### src/rtl/blk_9efaff.sv
// TX TMDS-clock pattern generator control: sequences disable / ratio load /
// GT ready wait / enable on each reconfiguration request, with recovery and timeout.
module blk_9efaff #(
  parameter int SETTLE_CYCLES = 16,
  parameter int RDY_TIMEOUT   = 4096
) (
  input  logic       CLK_IN,
  input  logic       RST_N_IN,
  input  logic       CFG_REQ_IN,
  input  logic [2:0] CFG_RATIO_IN,
  input  logic       CFG_EN_IN,
  input  logic       TX_RESETDONE_IN,
  output logic       CTRL_EN_OUT,
  output logic [2:0] CTRL_RATIO_OUT,
  output logic       CFG_BUSY_OUT,
  output logic       CFG_DONE_OUT,
  output logic       CFG_ERR_OUT
);

  localparam int SW = $clog2(SETTLE_CYCLES + 1);
  localparam int RW = $clog2(RDY_TIMEOUT + 1);
  localparam logic [SW-1:0] SLAST = SW'(SETTLE_CYCLES - 1);
  localparam logic [RW-1:0] RLAST = RW'(RDY_TIMEOUT - 1);

  typedef enum logic [2:0] {
    ST_IDLE, ST_DISABLE, ST_LOAD, ST_WAIT_RDY, ST_ENABLE, ST_DONE
  } state_t;

  state_t        state_q;
  logic [SW-1:0] settleCnt_q;
  logic [RW-1:0] rdyCnt_q;
  logic [2:0]    capRatio_q;
  logic          capEn_q;
  logic          recover_q;
  logic          pendValid_q;
  logic [2:0]    pendRatio_q;
  logic          pendEn_q;
  logic          ctrlEn_q;
  logic [2:0]    ctrlRatio_q;
  logic          done_q;
  logic          err_q;

  logic ratioLegal;
  logic reqLegal;
  logic reqIllegal;
  logic settleLast;
  logic rdyLast;

  assign ratioLegal = (CFG_RATIO_IN != 3'd0) && (CFG_RATIO_IN <= 3'd5);
  assign reqLegal   = CFG_REQ_IN && ratioLegal;
  assign reqIllegal = CFG_REQ_IN && !ratioLegal;
  assign settleLast = (settleCnt_q == SLAST);
  assign rdyLast    = (rdyCnt_q == RLAST);

  always_ff @(posedge CLK_IN or negedge RST_N_IN) begin
    if (!RST_N_IN) begin
      state_q     <= ST_IDLE;
      settleCnt_q <= '0;
      rdyCnt_q    <= '0;
      capRatio_q  <= 3'd0;
      capEn_q     <= 1'b0;
      recover_q   <= 1'b0;
      pendValid_q <= 1'b0;
      pendRatio_q <= 3'd0;
      pendEn_q    <= 1'b0;
      ctrlEn_q    <= 1'b0;
      ctrlRatio_q <= 3'd0;
      done_q      <= 1'b0;
      err_q       <= 1'b0;
    end else begin
      done_q <= 1'b0;
      err_q  <= reqIllegal;
      if (reqLegal && (state_q != ST_IDLE)) begin
        pendValid_q <= 1'b1;
        pendRatio_q <= CFG_RATIO_IN;
        pendEn_q    <= CFG_EN_IN;
      end
      case (state_q)
        ST_IDLE: begin
          // Link lost while enabled: recovery wins, a same-cycle request waits in the slot.
          if (ctrlEn_q && !TX_RESETDONE_IN) begin
            state_q     <= ST_DISABLE;
            recover_q   <= 1'b1;
            capEn_q     <= 1'b1;
            ctrlEn_q    <= 1'b0;
            settleCnt_q <= '0;
            if (reqLegal) begin
              pendValid_q <= 1'b1;
              pendRatio_q <= CFG_RATIO_IN;
              pendEn_q    <= CFG_EN_IN;
            end
          end else if (reqLegal || pendValid_q) begin
            state_q     <= ST_DISABLE;
            recover_q   <= 1'b0;
            ctrlEn_q    <= 1'b0;
            settleCnt_q <= '0;
            pendValid_q <= 1'b0;
            capRatio_q  <= reqLegal ? CFG_RATIO_IN : pendRatio_q;
            capEn_q     <= reqLegal ? CFG_EN_IN : pendEn_q;
          end
        end
        ST_DISABLE: begin
          if (settleLast) begin
            settleCnt_q <= '0;
            rdyCnt_q    <= '0;
            if (recover_q) begin
              state_q <= ST_WAIT_RDY;
            end else begin
              state_q     <= ST_LOAD;
              ctrlRatio_q <= capRatio_q;
            end
          end else if (settleCnt_q != '1) begin
            settleCnt_q <= settleCnt_q + 1'b1;
          end
        end
        ST_LOAD: begin
          if (settleLast) begin
            state_q  <= ST_WAIT_RDY;
            rdyCnt_q <= '0;
          end else if (settleCnt_q != '1) begin
            settleCnt_q <= settleCnt_q + 1'b1;
          end
        end
        ST_WAIT_RDY: begin
          if (TX_RESETDONE_IN) begin
            settleCnt_q <= '0;
            if (capEn_q) begin
              state_q  <= ST_ENABLE;
              ctrlEn_q <= 1'b1;
            end else begin
              state_q <= ST_DONE;
              done_q  <= !reqIllegal;
            end
          end else if (rdyLast) begin
            state_q   <= ST_IDLE;
            err_q     <= 1'b1;
            ctrlEn_q  <= 1'b0;
            recover_q <= 1'b0;
          end else if (rdyCnt_q != '1) begin
            rdyCnt_q <= rdyCnt_q + 1'b1;
          end
        end
        ST_ENABLE: begin
          if (settleLast) begin
            settleCnt_q <= '0;
            if (recover_q) begin
              state_q   <= ST_IDLE;
              recover_q <= 1'b0;
            end else begin
              state_q <= ST_DONE;
              done_q  <= !reqIllegal;
            end
          end else if (settleCnt_q != '1) begin
            settleCnt_q <= settleCnt_q + 1'b1;
          end
        end
        ST_DONE: begin
          state_q <= ST_IDLE;
        end
        default: begin
          state_q <= ST_IDLE;
        end
      endcase
    end
  end

  assign CTRL_EN_OUT    = ctrlEn_q;
  assign CTRL_RATIO_OUT = ctrlRatio_q;
  assign CFG_BUSY_OUT   = (state_q != ST_IDLE);
  assign CFG_DONE_OUT   = done_q;
  assign CFG_ERR_OUT    = err_q;

endmodule

### config.mk
export PLATFORM = sky130hd
export DESIGN_NAME = blk_9efaff
export DESIGN_NICKNAME = d
export VERILOG_FILES = /design/src/rtl/blk_9efaff.sv
export SDC_FILE = /design/constraint.sdc
export NUM_CORES = 1
export LEC_CHECK = 0
export CORE_ASPECT_RATIO = 1.5
export CORE_MARGIN = 2
export CORE_UTILIZATION = 30
export CTS_CLUSTER_DIAMETER = 200
export DETAILED_ROUTE_END_ITERATION = 6
export PLACE_DENSITY = 0.53
export SETUP_SLACK_MARGIN = 0.1
export SLEW_MARGIN = 20
export SYNTH_ARGS = -nofsm -noshare
export SYNTH_HDL_FRONTEND = slang
export SYNTH_SLANG_ARGS = --single-unit
### constraint.sdc
create_clock -name CLK_IN -period 3.7 [get_ports CLK_IN]
set_input_delay 0.74 -clock CLK_IN [delete_from_list [all_inputs] [get_ports CLK_IN]]
set_output_delay 0.74 -clock CLK_IN [all_outputs]
set_load 0.01 [all_outputs]
==> out/metrics.csv, run 1 <==
stage,metric,value,unit
outcome,status,finished clean,
global_routing,antenna_found_initial,0,
timing,fmax,349.1,MHz
global_routing,gr-usage-all-layers,0.1355,
cts,cts_max_level,2,
global_routing,met2_usage,0.2473,
global_routing,grt_max_degree,38,
timing,slew_violations,0,
cts,cts.reportedPaths.clkPinSlew,0.07,ns
setup_path,path_class,flop to primary output,
setup_path,endpoint_kind,primary output,
cts,clk_latency,0.29,ns
placed_design,gp_congestion,0.7744,
timing,hold_viol,0,
cts,cts_buffer_depth,2,
setup_path,r2r_cells,6,
setup_path,critPathLaunchType,flop,
global_routing,grt_pass1_vias,1673,
timing,fin_tns_setup,0,ns
setup_path,cp_num_buf_inv,2,
drt,wl_per_cell,14.89,microns
die,initial_utilization,0.3084,
finish,layout.nets,241,
finish,fin_util,0.3551,
placed_design,post-dp-hpwl,3285,microns
finish,regArea,925.9,sq um
logic_synthesis,async_reset_ff_frac,1.000,
die,die_area,0.007351,sq mm
cts,cts_tree,built,
setup_path,max_stage_delay,0.55,ns
global_routing,grtUsageMet1,0.1518,
setup_path,timing.rr.end,state_q[0],
hold_path,holdCritStartpoint,rdyCnt_q[12],
setup_path,arrival,2.12,ns
drt,detail-route-antenna-nets,0,
cts,cts_hold_buf,0,
finish,area_growth,15.13,%
setup_path,required,2.96,ns
hold_path,holdPathStages,1,
power_and_ir_drop,power.density,507.0,mW/mm^2
timing,max_slew.worst_pin.slew,0.8409,ns
finish,drive_above_1_share,0.09957,
setup_path,worstReg2RegStart,state_q[2],
drt,drt_iter0_drc,125,
timing,period_share,0.7741,
cts,ctsResizeCount,0,
die,row_count,36,
power_and_ir_drop,power_leakage,0.9553,nW
logic_synthesis,mappedNetlistArea,0.002001,sq mm
drt,dr.pass1.iters,4,
setup_path,crit_slowest_cell,dfrtp_1,
logic_synthesis,yosysSeqAreaShare,0.4628,
timing,relSlewSlack,0.4342,
job,cap_violations,0,
global_routing,grt_pass1_wl,7976,microns
power_and_ir_drop,max-vdd-ir-drop,0.2958,mV
power_and_ir_drop,power,1.168,mW
drt,drc,0,
placed_design,portBuffers,14,
global_routing,grt-busiest-layer,met2,
cts,clockRootBuffer,clkbuf_8,
hold_path,min_to,rdyCnt_q[12],
logic_synthesis,syn_inst,214,
logic_synthesis,ys_ff_latch,37,
setup_path,r2r_slack,1.41,ns
die,dieHeight,104.0,microns
hold_path,hold_path_class,flop to flop,
finish,multi_input_area,0.001023,sq mm
setup_path,crit_path_cell_trace,nor3_1 > inv_1 > clkdlybuf4s50_1,
timing,fin_skew,0.003290,ns
global_routing,met3_usage,0.02907,
die,die_x,70.68,microns
cts,clock-sinks,37,
timing,period_minus_slack,2.864,ns
logic_synthesis,yosysWarnings,0,
drt,viasPerCell,5.410,
finish,layout_commonest_cell,dfrtp_1,
finish,layout_common_cells,"dfrtp_1, nand2_1, nor2_1",
drt,wl,4571,microns
cts,cts-buffers-inserted,5,
logic_synthesis,synth_edf_count,0,
drt,num_vias,1661,
logic_synthesis,avgSynthCellArea,9.349,sq um
finish,fillers,696,
die,design.core.area,0.006486,sq mm
logic_synthesis,syn_nets,224,
setup_path,critPathTopFamily,buffers and inverters,
finish,diodes,0,
setup_path,path_max_fanout,16,
die,ioPinCount,15,
global_routing,grt-ovfl-total,0,
timing,grt_setup_unrepaired,false,
logic_synthesis,ys.flop_type,dfrtp_1,
cts,cts_setup_buffers,0,
timing,setup_viol_count_final,0,
logic_synthesis,synth.distinct_cells,46,
-- through the flow --
step / area, sq um / hold WS (ns) / worst slack [ns] / instances
after CTS: 2303 / 0.4931 / 0.8271 / 307
after floorplan: 2001 / 0.4444 / 1.433 / 214
final: 2303 / 0.4906 / 0.8357 / 307
after global placement: 2217 / 0.4646 / 0.8439 / 300
after global routing: 2303 / 0.5088 / 0.7339 / 307
after detailed placement: 2217 / 0.4716 / 0.7770 / 300
-- metal layers --
layer,wire length [microns],part of all wire
met1,1932,0.42
met2,2427,0.53
met4,77,0.017
met3,133,0.029
met5,0,0
-- power by group --
group	internal, mW	switching (mW)
Clock	0.148	0.140
Combinational	0.151	0.180
Sequential	0.475	0.0731
Total	0.774	0.393
-- worst reg2reg max path, stage by stage (launching register included) --
cell,delay [ns]
dfrtp_1,0.55
nor3_1,0.53
inv_1,0.23
nor2_4,0.24
o2bb2ai_1,0.17
o221ai_1,0.16
mux2_2,0.30
-- state kept, by name (all words and copies together) (netlist names) --
signal and cells:
CTRL_RATIO_OUT 3, state_q 3, capRatio_q 3, CTRL_EN_OUT 1, CFG_DONE_OUT 1, recover_q 1, pendEn_q 1, pendRatio_q 3
CFG_ERR_OUT 1, capEn_q 1, pendValid_q 1, settleCnt_q 5, rdyCnt_q 13
-- Yosys cell counts, drive strengths merged (5+ instances only) --
library cell  instances  area (sq um)
nand3                10         50.05
nor2                 22         90.09
nor3                  8         40.04
dfrtp                37         925.9
o21ai                12         60.06
nand2                24         90.09
a21oi                14         70.07
a31oi                 5         31.28
nor4                  6         43.79
inv                   8         30.03
xnor2                 7         61.31
or4                   5         37.54
mux2                  7         78.83
-- logic make-up after synthesis --
family / Yosys count / synth area share
and+or+nand+nor: 97 / 0.2595
AOI/OAI and AO/OA: 50 / 0.1645
DFF: 37 / 0.4628
buffers and inverters: 13 / 0.02564
muxes: 8 / 0.04441
xor gates and xnor gates: 7 / 0.03064
adders and majority gates: 2 / 0.01251
-- cell type report --
cell class	instances	area share
timing repair buffer	15	0.06192
inverter	8	0.01304
clock buffer	7	0.03748
multi-input combinational	164	0.4443
sequential	37	0.4020
tap	76	0.04128
-- worst max path at each step --
stage / from / end / slack (ns) / cells past startpoint
after floorplan: TX_RESETDONE_IN / rdyCnt_q[11] / 1.43 / 6
after global placement: CFG_RATIO_IN[2] / state_q[0] / 0.84 / 6
after detailed placement: CFG_RATIO_IN[2] / state_q[0] / 0.78 / 6
after CTS: state_q[2] / CFG_BUSY_OUT / 0.83 / 3
after global routing: state_q[2] / CFG_BUSY_OUT / 0.73 / 3
final: state_q[2] / CFG_BUSY_OUT / 0.84 / 3
(Power assumes the default switching activity.)
==> inputs of run 2 (changes only) <==
- PLACE_DENSITY: 0.53 -> 0.55
- clock period: 3.7 -> 2.5 ns (I/O delays scaled with it)
==> out/metrics.csv, run 2 (synthesized netlist as in run 1, its figures left out) <==
stage,metric,value,unit,change
cts,ctsResizeCount,0,,unchanged
timing,fmax,443.8,MHz,
setup_path,path_max_fanout,14,,-2
finish,largestRegisters,"rdyCnt_q x13, settleCnt_q x5",,
die,initial_utilization,0.3084,,unchanged
power_and_ir_drop,power.density,741.0,mW/mm^2,+46%
die,die_area,0.007351,sq mm,unchanged
power_and_ir_drop,pwr-share-seq,0.449,,-0.020
power_and_ir_drop,max-vdd-ir-drop,0.2153,mV,-27%
global_routing,grt_max_degree,38,,unchanged
global_routing,gr-usage-all-layers,0.1355,,about the same
drt,wl_per_cell,14.46,microns,-2.9%
drt,wl,4656,microns,+1.9%
die,ioPinCount,15,,unchanged
timing,fin_hold_ws,0.3083,ns,-0.1822 ns
placed_design,post-dp-hpwl,3404,microns,+3.6%
setup_path,arrival,1.75,ns,-0.37 ns
power_and_ir_drop,clockPowerShare,0.255,,+0.008
finish,regArea,925.9,sq um,unchanged
drt,viasPerCell,5.360,,-0.93%
setup_path,critPathLaunchType,flop,,
setup_path,worstReg2RegStart,settleCnt_q[0],,
finish,fillers,669,,-3.9%
timing,hold_viol,0,,unchanged
setup_path,worstSetupStartpoint,state_q[0],,
finish,layout.nets,255,,+5.8%
die,dieHeight,104.0,microns,unchanged
placed_design,portBuffers,14,,unchanged
job,cap_violations,0,,unchanged
cts,clk_latency,0.30,ns,about the same
global_routing,grt_pass1_vias,1709,,+2.2%
global_routing,antenna_found_initial,0,,unchanged
setup_path,required,2.00,ns,-0.96 ns
power_and_ir_drop,power_leakage,1.035,nW,+8.3%
cts,cts_buffer_depth,2,,unchanged
hold_path,hold_path_class,input port to asynchronous set/reset pin,,
cts,cts_hold_buf,0,,unchanged
cts,cts-buffers-inserted,5,,unchanged
timing,fin_skew,0.01264,ns,+0.009349 ns
cts,cts_setup_buffers,0,,unchanged
timing,period_minus_slack,2.253,ns,
finish,multi_input_area,0.001028,sq mm,+0.49%
timing,setup_viol_count_final,0,,unchanged
timing,relSlewSlack,0.4326,,-0.001634
drt,drc,0,,unchanged
drt,drt_iter0_drc,65,,-48%
finish,drive_above_1_share,0.1626,,+0.06303
finish,regMostFlops,rdyCnt_q,,
power_and_ir_drop,p_comb_frac,0.295,,+0.011
cts,cts_max_level,2,,unchanged
timing,grt_setup_unrepaired,false,,
cts,cts_tree,built,,
finish,largest_reg_flops,13,,unchanged
power_and_ir_drop,switching_share,0.3415,,+0.004539
setup_path,path_class,flop to primary output,,
cts,clockRootBuffer,clkbuf_8,,
outcome,status,finished clean,,
power_and_ir_drop,power,1.796,mW,+54%
timing,slew_violations,0,,unchanged
finish,area_growth,21.14,%,
global_routing,grt-ovfl-total,0,,unchanged
power_and_ir_drop,switchingPower,613.2,uW,+56%
placed_design,gp_congestion,0.8455,,+9.2%
finish,layout_commonest_cell,dfrtp_1,,
cts,clock-sinks,37,,unchanged
setup_path,endpoint_kind,primary output,,
finish,diodes,0,,unchanged
drt,num_vias,1726,,+3.9%
cts,cts.reportedPaths.clkPinSlew,0.08,ns,about the same
power_and_ir_drop,internal-power,1.183,mW,+53%
timing,max_slew.worst_pin.slew,0.8511,ns,+0.01021 ns
drt,dr.pass1.iters,4,,unchanged
timing,period_share,0.9014,,
timing,fin_tns_setup,0,ns,unchanged
finish,fin_util,0.3737,,+0.01852
drt,detail-route-antenna-nets,0,,unchanged
die,row_count,36,,unchanged
global_routing,grt_pass1_wl,7921,microns,-0.69%
finish,layout_common_cells,"dfrtp_1, nand2_1, nor2_1",,
die,design.core.area,0.006486,sq mm,unchanged
die,die_x,70.68,microns,unchanged
## run 2: cell count changes in the layout (fill, tap and decap cells not counted)
cell,previous run,this run
nor3_2,0,1
nor3_1,8,7
clkinv_2,0,1
clkinv_4,0,1
buf_4,1,15
clkbuf_1,1,0
## run 2: area by class of cell
class | instances | share of cell area
inverter | 8 | 0.01239
sequential | 37 | 0.3820
clock buffer | 6 | 0.03407
tap | 76 | 0.03924
clock inverter | 2 | 0.005679
multi-input combinational | 164 | 0.4244
timing repair buffer | 29 | 0.1022
## run 2: power groups by stage
stage | Clock (mW) | Combinational [mW] | Sequential [mW]
5_1_grt | 0.493 | 0.598 | 0.826
3_5_place_dp | 0 | 0.536 | 0.818
4_1_cts | 0.472 | 0.540 | 0.805
3_3_place_gp | 0 | 0.534 | 0.815
6_report | 0.458 | 0.531 | 0.807
2_1_floorplan | 0 | 0.390 | 0.776
## run 2: final timing paths
path	to	slack, ns	cells after the start
worst min register to register	pendRatio_q[1]	0.49	2
max in group asynchronous	settleCnt_q[3]	1.65	1
worst min-delay path	rdyCnt_q[0]	0.31	1
worst max register to register	rdyCnt_q[11]	0.31	6
worst max-delay path	CFG_BUSY_OUT	0.25	3
min in group CLK_IN	pendRatio_q[1]	0.49	2
## run 2: per-layer routing
layer	track usage	wire length [microns]	up-vias
li1	-	-	853
met1	0.1554	2000	837
met2	0.2305	2345	23
met3	0.02519	134	13
met4	0.07951	176	0
met5	0	0	-
## run 2: through the flow
stage | instance area [sq um] | std cells | worst slack [ns]
after floorplan | 2001 | 214 | 0.4317
after global placement | 2322 | 314 | 0.1013
after detailed placement | 2322 | 314 | 0.06777
after CTS | 2419 | 322 | 0.1500
after global routing | 2424 | 322 | 0.1474
final | 2424 | 322 | 0.2466
## run 2: critical path, stage by stage (launching register included)
cell and delay [ns]:
dfrtp_1 0.62, nor3_2 0.09, inv_1 0.18, clkdlybuf4s50_1 0.57
==> inputs of run 3 (changes only) <==
- CORE_UTILIZATION: 30 -> 35
- CTS_CLUSTER_DIAMETER: 200 -> not set
- PLACE_DENSITY: 0.55 -> 0.61
- SLEW_MARGIN: 20 -> 5
==> out/metrics.csv, run 3 (synthesized netlist as in run 1, its figures left out) <==
stage,metric,value,unit,change
setup_path,required,2.00,ns,about the same
die,ioPinCount,15,,unchanged
finish,layout_common_cells,"dfrtp_1, nand2_1, nor2_1",,
power_and_ir_drop,switchingPower,606.4,uW,-1.1%
timing,fmax,441.3,MHz,-0.55%
setup_path,path_class,flop to primary output,,
drt,viasPerCell,5.537,,+3.3%
placed_design,place_ws,0.03614,ns,-0.03163 ns
finish,largest_reg_flops,13,,unchanged
setup_path,worstReg2RegStart,settleCnt_q[0],,
setup_path,endpoint_kind,primary output,,
finish,layout.nets,254,,-0.39%
power_and_ir_drop,p_comb_frac,0.293,,-0.002
setup_path,max_stage_delay,0.54,ns,-0.08 ns
timing,period_minus_slack,2.266,ns,+0.01253 ns
timing,slew_violations,0,,unchanged
global_routing,grt-ovfl-total,0,,unchanged
timing,fin_hold_ws,0.2986,ns,-0.009795 ns
finish,layout_commonest_cell,dfrtp_1,,
finish,multi_input_area,0.001028,sq mm,unchanged
timing,hold_viol,0,,unchanged
die,design.core.area,0.005492,sq mm,-15%
outcome,status,finished clean,,
setup_path,r2r_cells,6,,unchanged
timing,relSlewSlack,0.4499,,+0.01729
hold_path,hold_path_class,input port to asynchronous set/reset pin,,
global_routing,grt_pass1_wl,7983,microns,+0.78%
setup_path,crit_path_cell_trace,nor3_2 > inv_1 > clkdlybuf4s50_1,,
drt,wl,4623,microns,-0.71%
drt,detail-route-antenna-nets,0,,unchanged
drt,num_vias,1744,,+1.0%
global_routing,gr-usage-all-layers,0.1653,,+0.02984
timing,max_slew.worst_pin.slew,0.8252,ns,-0.02593 ns
finish,diodes,0,,unchanged
drt,wl_per_cell,14.68,microns,+1.5%
die,initial_utilization,0.3643,,+0.05587
placed_design,gp_congestion,0.8069,,-4.6%
setup_path,critPathTopFamily,buffers and inverters,,
cts,cts_tree,built,,
setup_path,arrival,1.77,ns,+0.02 ns
finish,fin_util,0.4395,,+0.06586
power_and_ir_drop,internal-power,1.207,mW,+2.0%
timing,period_share,0.9064,,+0.005014
finish,area_growth,20.64,%,
power_and_ir_drop,power.density,751.2,mW/mm^2,+1.4%
power_and_ir_drop,power_leakage,1.032,nW,-0.23%
drt,drc,0,,unchanged
setup_path,path_max_fanout,13,,-1
power_and_ir_drop,pwr-share-seq,0.448,,about the same
setup_path,timing.rr.end,rdyCnt_q[11],,
die,dieHeight,96.60,microns,-7.1%
cts,cts.reportedPaths.clkPinSlew,0.07,ns,about the same
drt,dr.pass1.iters,4,,unchanged
cts,clockRootBuffer,clkbuf_8,,
setup_path,critPathLaunchType,flop,,
placed_design,portBuffers,14,,unchanged
setup_path,crit_slowest_cell,dfrtp_1,,
cts,cts_buffer_depth,2,,unchanged
cts,cts_max_level,2,,unchanged
die,die_area,0.006349,sq mm,-14%
finish,regArea,925.9,sq um,unchanged
drt,drt_iter0_drc,86,,+32%
cts,clock-sinks,37,,unchanged
timing,grt_setup_unrepaired,false,,
placed_design,post-dp-hpwl,3350,microns,-1.6%
power_and_ir_drop,clockPowerShare,0.259,,+0.004
timing,fin_tns_setup,0,ns,unchanged
setup_path,cp_num_buf_inv,2,,unchanged
cts,cts-buffers-inserted,5,,unchanged
setup_path,r2r_slack,0.36,ns,+0.05 ns
job,cap_violations,0,,unchanged
finish,largestRegisters,"rdyCnt_q x13, settleCnt_q x5",,
global_routing,grt_max_degree,38,,unchanged
finish,fillers,568,,-15%
timing,fin_ws,0.2340,ns,-0.01253 ns
timing,fin_skew,0.003851,ns,-0.008788 ns
power_and_ir_drop,switching_share,0.3344,,-0.007016
timing,setup_viol_count_final,0,,unchanged
die,row_count,33,,-8.3%
cts,clk_latency,0.29,ns,about the same
finish,regMostFlops,rdyCnt_q,,
finish,drive_above_1_share,0.1592,,-0.003418
die,die_x,65.73,microns,-7.0%
power_and_ir_drop,max-vdd-ir-drop,0.4716,mV,+120%
global_routing,grt_pass1_vias,1800,,+5.3%
global_routing,antenna_found_initial,0,,unchanged
-- run 3: power groups by stage --
stage	Combinational [mW]	Sequential, mW	Clock [mW]
floorplan	0.390	0.776	0
global placement	0.525	0.818	0
detailed placement	0.537	0.820	0
CTS	0.540	0.809	0.481
global route	0.606	0.827	0.507
finish	0.532	0.812	0.469
-- run 3: how the worst max path moves through the flow --
stage	startpoint	end	slack (ns)	cells after the start
floorplan	settleCnt_q[0]	rdyCnt_q[11]	0.43	7
global placement	TX_RESETDONE_IN	rdyCnt_q[11]	0.09	5
detailed placement	CFG_RATIO_IN[0]	state_q[0]	0.04	6
CTS	state_q[1]	CFG_BUSY_OUT	0.17	3
global route	state_q[1]	CFG_BUSY_OUT	0.13	3
finish	state_q[1]	CFG_BUSY_OUT	0.23	3
-- run 3: metal layers --
| layer | vias up | global-route usage | share of wire |
|---|---|---|---|
| met3 | 9 | 0.03129 | 0.027 |
| met4 | 0 | 0.07639 | 0.021 |
| met2 | 27 | 0.3114 | 0.54 |
| li1 | 849 | - | - |
| met5 | - | 0 | 0 |
| met1 | 859 | 0.1740 | 0.41 |
-- run 3: layout make-up --
type | count | area share
multi-input cells | 164 | 0.4261
flip-flops and latches | 37 | 0.3836
repair buffers | 28 | 0.09953
clock buffers | 7 | 0.03992
well taps | 70 | 0.03629
inverters | 8 | 0.01244
clock inverters | 1 | 0.002074
-- run 3: metrics by stage --
step,instances,cell area [sq um],power (mW)
finish,315,2414,1.813
global route,315,2414,1.940
global placement,307,2307,1.343
detailed placement,307,2307,1.357
floorplan,214,2001,1.166
CTS,315,2409,1.830
-- run 3: repair_timing --
item | CTS | global route
hold buffers | 0 | 0
gates resized for setup | 0 | 1
setup endpoints to repair | 0 | 1
buffers inserted | 0 | 0
